### src/rtl/multicycle_controller.sv
// Multicycle RISC-V control FSM: state register plus combinational decode.
// Optional illegal-opcode trap to HALT enabled by MCCTRL_ILLEGAL_TRAP_EN.
module multicycle_controller (
  input  logic       clk,
  input  logic       reset,
  input  logic [6:0] op,
  input  logic [2:0] funct3,
  input  logic       funct7b5,
  input  logic       zero,
  input  logic       mem_ready,
  output logic       mem_req,
  output logic       pc_write,
  output logic       ir_write,
  output logic       mem_write,
  output logic       reg_write,
  output logic       adr_src,
  output logic [1:0] alu_src_a,
  output logic [1:0] alu_src_b,
  output logic [1:0] result_src,
  output logic [1:0] imm_src,
  output logic [2:0] alu_control
`ifdef MCCTRL_ILLEGAL_TRAP_EN
  ,
  output logic       illegal
`endif
);

  localparam logic [6:0] OP_LW  = 7'b0000011;
  localparam logic [6:0] OP_SW  = 7'b0100011;
  localparam logic [6:0] OP_R   = 7'b0110011;
  localparam logic [6:0] OP_I   = 7'b0010011;
  localparam logic [6:0] OP_BEQ = 7'b1100011;
  localparam logic [6:0] OP_JAL = 7'b1101111;

  typedef enum logic [3:0] {
    S_FETCH,
    S_DECODE,
    S_MEMADR,
    S_MEMREAD,
    S_MEMWB,
    S_MEMWRITE,
    S_EXECR,
    S_EXECI,
    S_ALUWB,
    S_BEQ,
    S_JAL
`ifdef MCCTRL_ILLEGAL_TRAP_EN
    ,
    S_HALT
`endif
  } state_t;

  state_t     state;
  state_t     state_n;

  logic       pc_update;
  logic       branch;
  logic [1:0] aluop;
  logic       req_raw;
  logic       irw_raw;
  logic       mw_raw;
  logic       rw_raw;

  // state register, async reset to FETCH
  always_ff @(posedge clk or posedge reset) begin
    if (reset) state <= S_FETCH;
    else       state <= state_n;
  end

  // next-state logic; memory states hold until mem_ready
  always_comb begin
    state_n = state;
    case (state)
      S_FETCH:    if (mem_ready) state_n = S_DECODE;
      S_DECODE: begin
        case (op)
          OP_LW, OP_SW: state_n = S_MEMADR;
          OP_R:         state_n = S_EXECR;
          OP_I:         state_n = S_EXECI;
          OP_BEQ:       state_n = S_BEQ;
          OP_JAL:       state_n = S_JAL;
`ifdef MCCTRL_ILLEGAL_TRAP_EN
          default:      state_n = S_HALT;
`else
          default:      state_n = S_FETCH;
`endif
        endcase
      end
      S_MEMADR:   state_n = op[5] ? S_MEMWRITE : S_MEMREAD;
      S_MEMREAD:  if (mem_ready) state_n = S_MEMWB;
      S_MEMWB:    state_n = S_FETCH;
      S_MEMWRITE: if (mem_ready) state_n = S_FETCH;
      S_EXECR:    state_n = S_ALUWB;
      S_EXECI:    state_n = S_ALUWB;
      S_JAL:      state_n = S_ALUWB;
      S_ALUWB:    state_n = S_FETCH;
      S_BEQ:      state_n = S_FETCH;
      default:    state_n = state;
    endcase
  end

  // per-state selects and raw strobes; access strobes fire on the ready cycle
  always_comb begin
    req_raw    = 1'b0;
    irw_raw    = 1'b0;
    mw_raw     = 1'b0;
    rw_raw     = 1'b0;
    pc_update  = 1'b0;
    branch     = 1'b0;
    adr_src    = 1'b0;
    alu_src_a  = 2'b00;
    alu_src_b  = 2'b00;
    result_src = 2'b00;
    aluop      = 2'b00;
    case (state)
      S_FETCH: begin
        req_raw    = 1'b1;
        irw_raw    = mem_ready;
        pc_update  = mem_ready;
        alu_src_b  = 2'b10;
        result_src = 2'b10;
      end
      S_DECODE: begin
        alu_src_a = 2'b01;
        alu_src_b = 2'b01;
      end
      S_MEMADR: begin
        alu_src_a = 2'b10;
        alu_src_b = 2'b01;
      end
      S_MEMREAD: begin
        req_raw = 1'b1;
        adr_src = 1'b1;
      end
      S_MEMWB: begin
        result_src = 2'b01;
        rw_raw     = 1'b1;
      end
      S_MEMWRITE: begin
        req_raw = 1'b1;
        adr_src = 1'b1;
        mw_raw  = mem_ready;
      end
      S_EXECR: begin
        alu_src_a = 2'b10;
        aluop     = 2'b10;
      end
      S_EXECI: begin
        alu_src_a = 2'b10;
        alu_src_b = 2'b01;
        aluop     = 2'b10;
      end
      S_ALUWB:  rw_raw = 1'b1;
      S_BEQ: begin
        alu_src_a = 2'b10;
        aluop     = 2'b01;
        branch    = 1'b1;
      end
      S_JAL: begin
        alu_src_a = 2'b01;
        alu_src_b = 2'b10;
        pc_update = 1'b1;
      end
      default: begin
        req_raw = 1'b0;
      end
    endcase
  end

  assign mem_req   = req_raw & ~reset;
  assign ir_write  = irw_raw & ~reset;
  assign mem_write = mw_raw & ~reset;
  assign reg_write = rw_raw & ~reset;
  assign pc_write  = (pc_update | (branch & zero)) & ~reset;

  // ALU operation decode from aluop and instruction fields
  always_comb begin
    alu_control = 3'b000;
    case (aluop)
      2'b01: alu_control = 3'b001;
      2'b10: begin
        case (funct3)
          3'b000:  alu_control = (op[5] & funct7b5) ? 3'b001 : 3'b000;
          3'b010:  alu_control = 3'b101;
          3'b110:  alu_control = 3'b011;
          3'b111:  alu_control = 3'b010;
          default: alu_control = 3'b000;
        endcase
      end
      default: alu_control = 3'b000;
    endcase
  end

  // immediate format decode from opcode
  always_comb begin
    imm_src = 2'b00;
    case (op)
      OP_SW:   imm_src = 2'b01;
      OP_BEQ:  imm_src = 2'b10;
      OP_JAL:  imm_src = 2'b11;
      default: imm_src = 2'b00;
    endcase
  end

`ifdef MCCTRL_ILLEGAL_TRAP_EN
  assign illegal = (state == S_HALT);
`endif

endmodule

### config.mk
export PLATFORM = sky130hd
export DESIGN_NAME = multicycle_controller
export DESIGN_NICKNAME = d
export VERILOG_FILES = /design/src/rtl/multicycle_controller.sv
export SDC_FILE = /design/constraint.sdc
export NUM_CORES = 1
export LEC_CHECK = 0
export ABC_AREA = 1
export CORE_AREA = 2 2 39 41
export DETAILED_ROUTE_END_ITERATION = 8
export DIE_AREA = 0 0 41 43
export DONT_BUFFER_PORTS = 1
export PLACE_DENSITY = 0.64
export SLEW_MARGIN = 20
export SYNTH_ARGS = -nofsm -noshare
export SYNTH_HDL_FRONTEND = slang
export SYNTH_SLANG_ARGS = --single-unit
### constraint.sdc
create_clock -name clk -period 1.6 [get_ports clk]
set_input_delay 0.16 -clock clk [delete_from_list [all_inputs] [get_ports clk]]
set_output_delay 0.16 -clock clk [all_outputs]
set_load 0.02 [all_outputs]
## Word-level counts from Yosys, hierarchy flattened

Cells that the tools add are included.

| storage, ports and cells | value |
|---|---|
| flip-flop bits (word level) | 4 |
| input port bits | 15 |
| word-level logic and storage cells | 70 |

| operators by class | value |
|---|---|
| equal/unequal tests | 24 |
| muxes and demuxes | 21 |
| bitwise operators | 9 |
| reductions and logical operators | 15 |

Operator list:

| kind | number |
|---|---|
| 4-bit case mux with 7 select lines | 1 |
| 4-bit case mux with 5 select lines | 1 |
| 4-bit by 3-bit == test with 1-bit output (second input constant) | 4 |
| 2-bit case mux with 2 select lines | 4 |
| 7-bit by 6-bit == test with 1-bit output (second input constant) | 2 |
| 7-bit == test (second input constant) | 2 |
| 4-bit == test (second input constant) | 3 |
| 4-bit two-way mux | 3 |
| 3-bit case mux with 4 select lines | 1 |
| 2-bit OR reduction | 6 |
| 3-bit OR reduction | 4 |
| 4-bit by 2-bit == test with 1-bit output (second input constant) | 2 |
| 1-bit AND | 7 |
| 7-bit by 2-bit == test with 1-bit output (second input constant) | 1 |
| 7-bit by 5-bit == test with 1-bit output (second input constant) | 1 |
| 1-bit two-way mux | 7 |
| 7-bit nonzero test | 1 |
| 3-bit == test (second input constant) | 2 |
| 2-bit != test (second input constant) | 3 |
| 2-bit case mux with 3 select lines | 1 |
| 3-bit case mux with 2 select lines | 1 |
| 4-bit by 1-bit == test with 1-bit output (second input constant) | 1 |
| 4-bit zero test | 1 |
| 4-bit AND reduction | 1 |
| 9 further kinds | 9 |

## Depth between registers and ports, before layout

| depth | value |
|---|---|
| word-level depth | 5 |
| depth in mapped cells | 8 |
| mapped depth without buffers | 8 |

## Worst setup path after synthesis

Ideal clock, no wire load.

| path | value |
|---|---|
| kind | flip-flop to output port |
| start | register state[3] |
| end | output alu_control[2] |
| arrival | 1.835 ns |
| required time | 1.440 ns |
| path slack | -0.395 ns |
| cell stages (with the launch flop) | 7 |
| buffers on the path | 0 |
| path through | dfrtp_1 > nor2_2 > inv_1 > nor2_2 > inv_1 > ha_1 > nor4_1 |

| between the ends | value |
|---|---|
| longest elaborated chain between the ends | 5 |

RTL lines:

| item | line | RTL |
|---|---|---|
| start: declaration | 53 | `state_t state;` |
| start signal: assignment | 67 | `else state <= state_n;` |
| 4-bit by 3-bit == test with 1-bit output | 115 | `case (state)` |
| 2-bit OR reduction (no source line) | -- |  |
| 2-bit case mux with 2 select lines * | 115 |  |
| 2-bit == test / 2-bit by 1-bit == test with 1-bit output (equally long branches) | 179 | `case (aluop)` |
| 3-bit case mux with 2 select lines * | 179 |  |
| end: declaration | 21 | `output logic [2:0] alu_control` |

Every way passes the cells marked *; elsewhere a longest branch is shown, timed or not.

## Final worst setup path

Ends and elaborated chain as after synthesis.

==> run metrics <==
outcome=finished, violations left; violated checks=setup timing; unrepaired setup endpoints after global routing=true; sequential share of the synthesized area=16.9%; max reg flops=4; VDD IR max=0.505 mV; dpl cells=145; ratio of cells with drive above 1 in the final layout=46.5%; Crit. End Element=output port; post-synthesis instance total=114; setup slack, reg-to-reg=70 ps; Clock Latency Late Sink=240 ps; Routed Antenna Nets=0; CTS H-tree depth=1; Post-Route Setup TNS=-549 ps; grt ovf=0; largest net degree at the start of global routing=6; Final setup viols=5; synthesized flop and latch total=4; Core Util, Final=69.0%; Syn Std Cell Area=591 µm²; worst r2r path cells=11; final period utilization=115%; CP Data Arrival Time=1670 ps; Synth-to-Final Area Change=61.7%; Setup WS post-layout=-235 ps; post-layout min period=1830 ps; core area=0.00138 mm²; Final HPWL DP=1340 µm; Via density=5.11; Sink Count=4; IO Pins=32; Post-Syn Nets=131; slowest stage cell, crit path=dfrtp_2; Mapped Avg Cell Area=5.18 µm²; Place WS=-22.5 ps; GRT Total Usage=23.0%; routability cong.=0.770; I/O Buffers=0; pwr/cell area=1120 mW/mm²; DRT Wirelength=1820 µm; global-route wire length before repair=2730 µm; Residual DRC=0; Final Non-Filler Cells=160; max incr delay on CP=440 ps; Die X=41 µm; Max-slew headroom=67.6%; Antenna Cells=0; Tot Pwr=1070 µW; Crit Reg-Reg Endpoint=state[0]; Max Cap Viol=0; CTS buffer count=3; Die ar.=0.00176 mm²; biggest regs=state: 4 flops; Max Fclk=545 MHz; worst min-delay path class=in2reg; Top Family by Delay on Critical Path=simple AND/OR/NAND/NOR gates; CTS root buf=clkbuf_4; # rows=14; vias in the first global route=706; CTS tree=built; Setup CP Type=reg2out; post-synth cell types=18; Worst Tran Pin Value=483 ps; Final Hold Viols=0; Critical Path RT=1440 ps; CP Cell Sequence=nor2_4 > inv_2 > nor2_4 > inv_2 > ha_4 > nor4_4 > buf_4; starting density of the core=42.7%; Max Root-Sink Buffers=2; Clock Skews=1.08 ps; vias=817; CP max FO=4; most flop-heavy register=state; Leak=0.000546 µW; drt first pass iters=4; Hold EP=state[2]; Ys Warns=0; DR iter-0 viols=7; final-report max-slew violation count=0; nets@finish=163; Die Y=43 µm; min-delay src=op[5]; Startpoint Class=flop; number of antenna violations at the first check in global routing=0; WP buf/inv=3; DR WL/cell=11.4 µm; Critical R2R Launch=state[3]; Hold Path Depth=4; CTS clk-pin slew, worst paths=40 ps
-- report_power, final --
group	switching [µW]	total [µW]	leakage (µW)	internal, µW
Clock	44.1	128	0.0000138	84.1
Sequential	14.1	136	0.0000519	122
Combinational	480	803	0.000480	322
-- repair_timing --
item,in CTS,in global routing
pin swaps,4,6
setup endpoints to repair,6,10
hold buffers,1,0
endpoints found under the hold margin,4,0
setup buffers,6,6
resized for setup,8,22
-- worst reg2reg max path: cells and delay by family, from the launching register on --
kind,cells,cell delay (ps)
buffers and inverters,5,600
and+or+nand+nor,6,440
DFF,1,440
-- logic make-up (layout without fill, tap and decap cells) --
logic type                 after synthesis  after routing  share of synthesized area, %
DFF                                      4              4                          16.9
and+or+nand+nor                         74             74                          54.0
adders and majority gates                2              2                          4.24
buffers and inverters                   26             56                          16.5
AOI/OAI and AO/OA                        8              8                          8.26
-- routing by layer --
| metal | part of all wire [%] | wire length, µm | global-route usage, % | up-vias |
|---|---|---|---|---|
| li1 | - | - | - | 413 |
| met1 | 40 | 725 | 25.0 | 367 |
| met2 | 53 | 966 | 39.7 | 30 |
| met3 | 4.4 | 81 | 3.14 | 7 |
| met4 | 2.7 | 49 | 12.0 | 0 |
| met5 | 0 | 0 | 0 | - |
-- through the flow --
stage,area (µm²),hold slack [ps]
2_1_floorplan,621,-65.6
3_3_place_gp,753,-41.7
3_5_place_dp,753,-41.2
4_1_cts,851,164
5_1_grt,955,201
6_report,955,160
-- synth_stat cells --
master | n | area [µm²]
a21oi_1 | 3 | 15.0
a31oi_1 | 1 | 6.26
dfrtp_1 | 4 | 100
nor2_2 | 3 | 18.8
o21ai_1 | 1 | 5.00
nor2_1 | 15 | 56.3
nand3_1 | 10 | 50.1
inv_2 | 2 | 7.51
o211ai_1 | 1 | 7.51
o31ai_1 | 1 | 7.51
nand2_1 | 38 | 143
nor3_1 | 2 | 10.0
nand2_2 | 4 | 25.0
ha_1 | 2 | 25.0
a211oi_1 | 1 | 7.51
inv_1 | 24 | 90.1
nor4_1 | 1 | 6.26
nand3_2 | 1 | 10.0
-- worst max-delay path by stage --
stage | end | startpoint | slack, ps | cells after the start
floorplan | alu_control[2] | state[2] | 10 | 7
global placement | alu_control[2] | state[2] | 10 | 8
detailed placement | alu_control[2] | state[2] | -20 | 8
CTS | alu_control[2] | state[3] | -220 | 7
global route | alu_control[2] | state[2] | -340 | 8
finish | alu_control[2] | state[3] | -230 | 7
-- final cells by class --
class	instances	area, µm²
clock buffer	3	22.5
fill	112	429
inverter	26	97.6
multi-input combinational	84	508
sequential	4	101
tap	16	20.0
timing repair buffer	27	205
-- cell usage in the layout (no fill, tap or decap), types with 2 or more instances in the layout --
| master | n |
|---|---|
| nand2_1 | 30 |
| buf_4 | 26 |
| inv_1 | 16 |
| nand2_2 | 12 |
| nor2_1 | 11 |
| nand3_1 | 10 |
| inv_2 | 10 |
| nor2_4 | 7 |
| clkbuf_4 | 3 |
| dfrtp_1 | 3 |
| a21oi_1 | 2 |
Power figures use the tool's default switching activity.
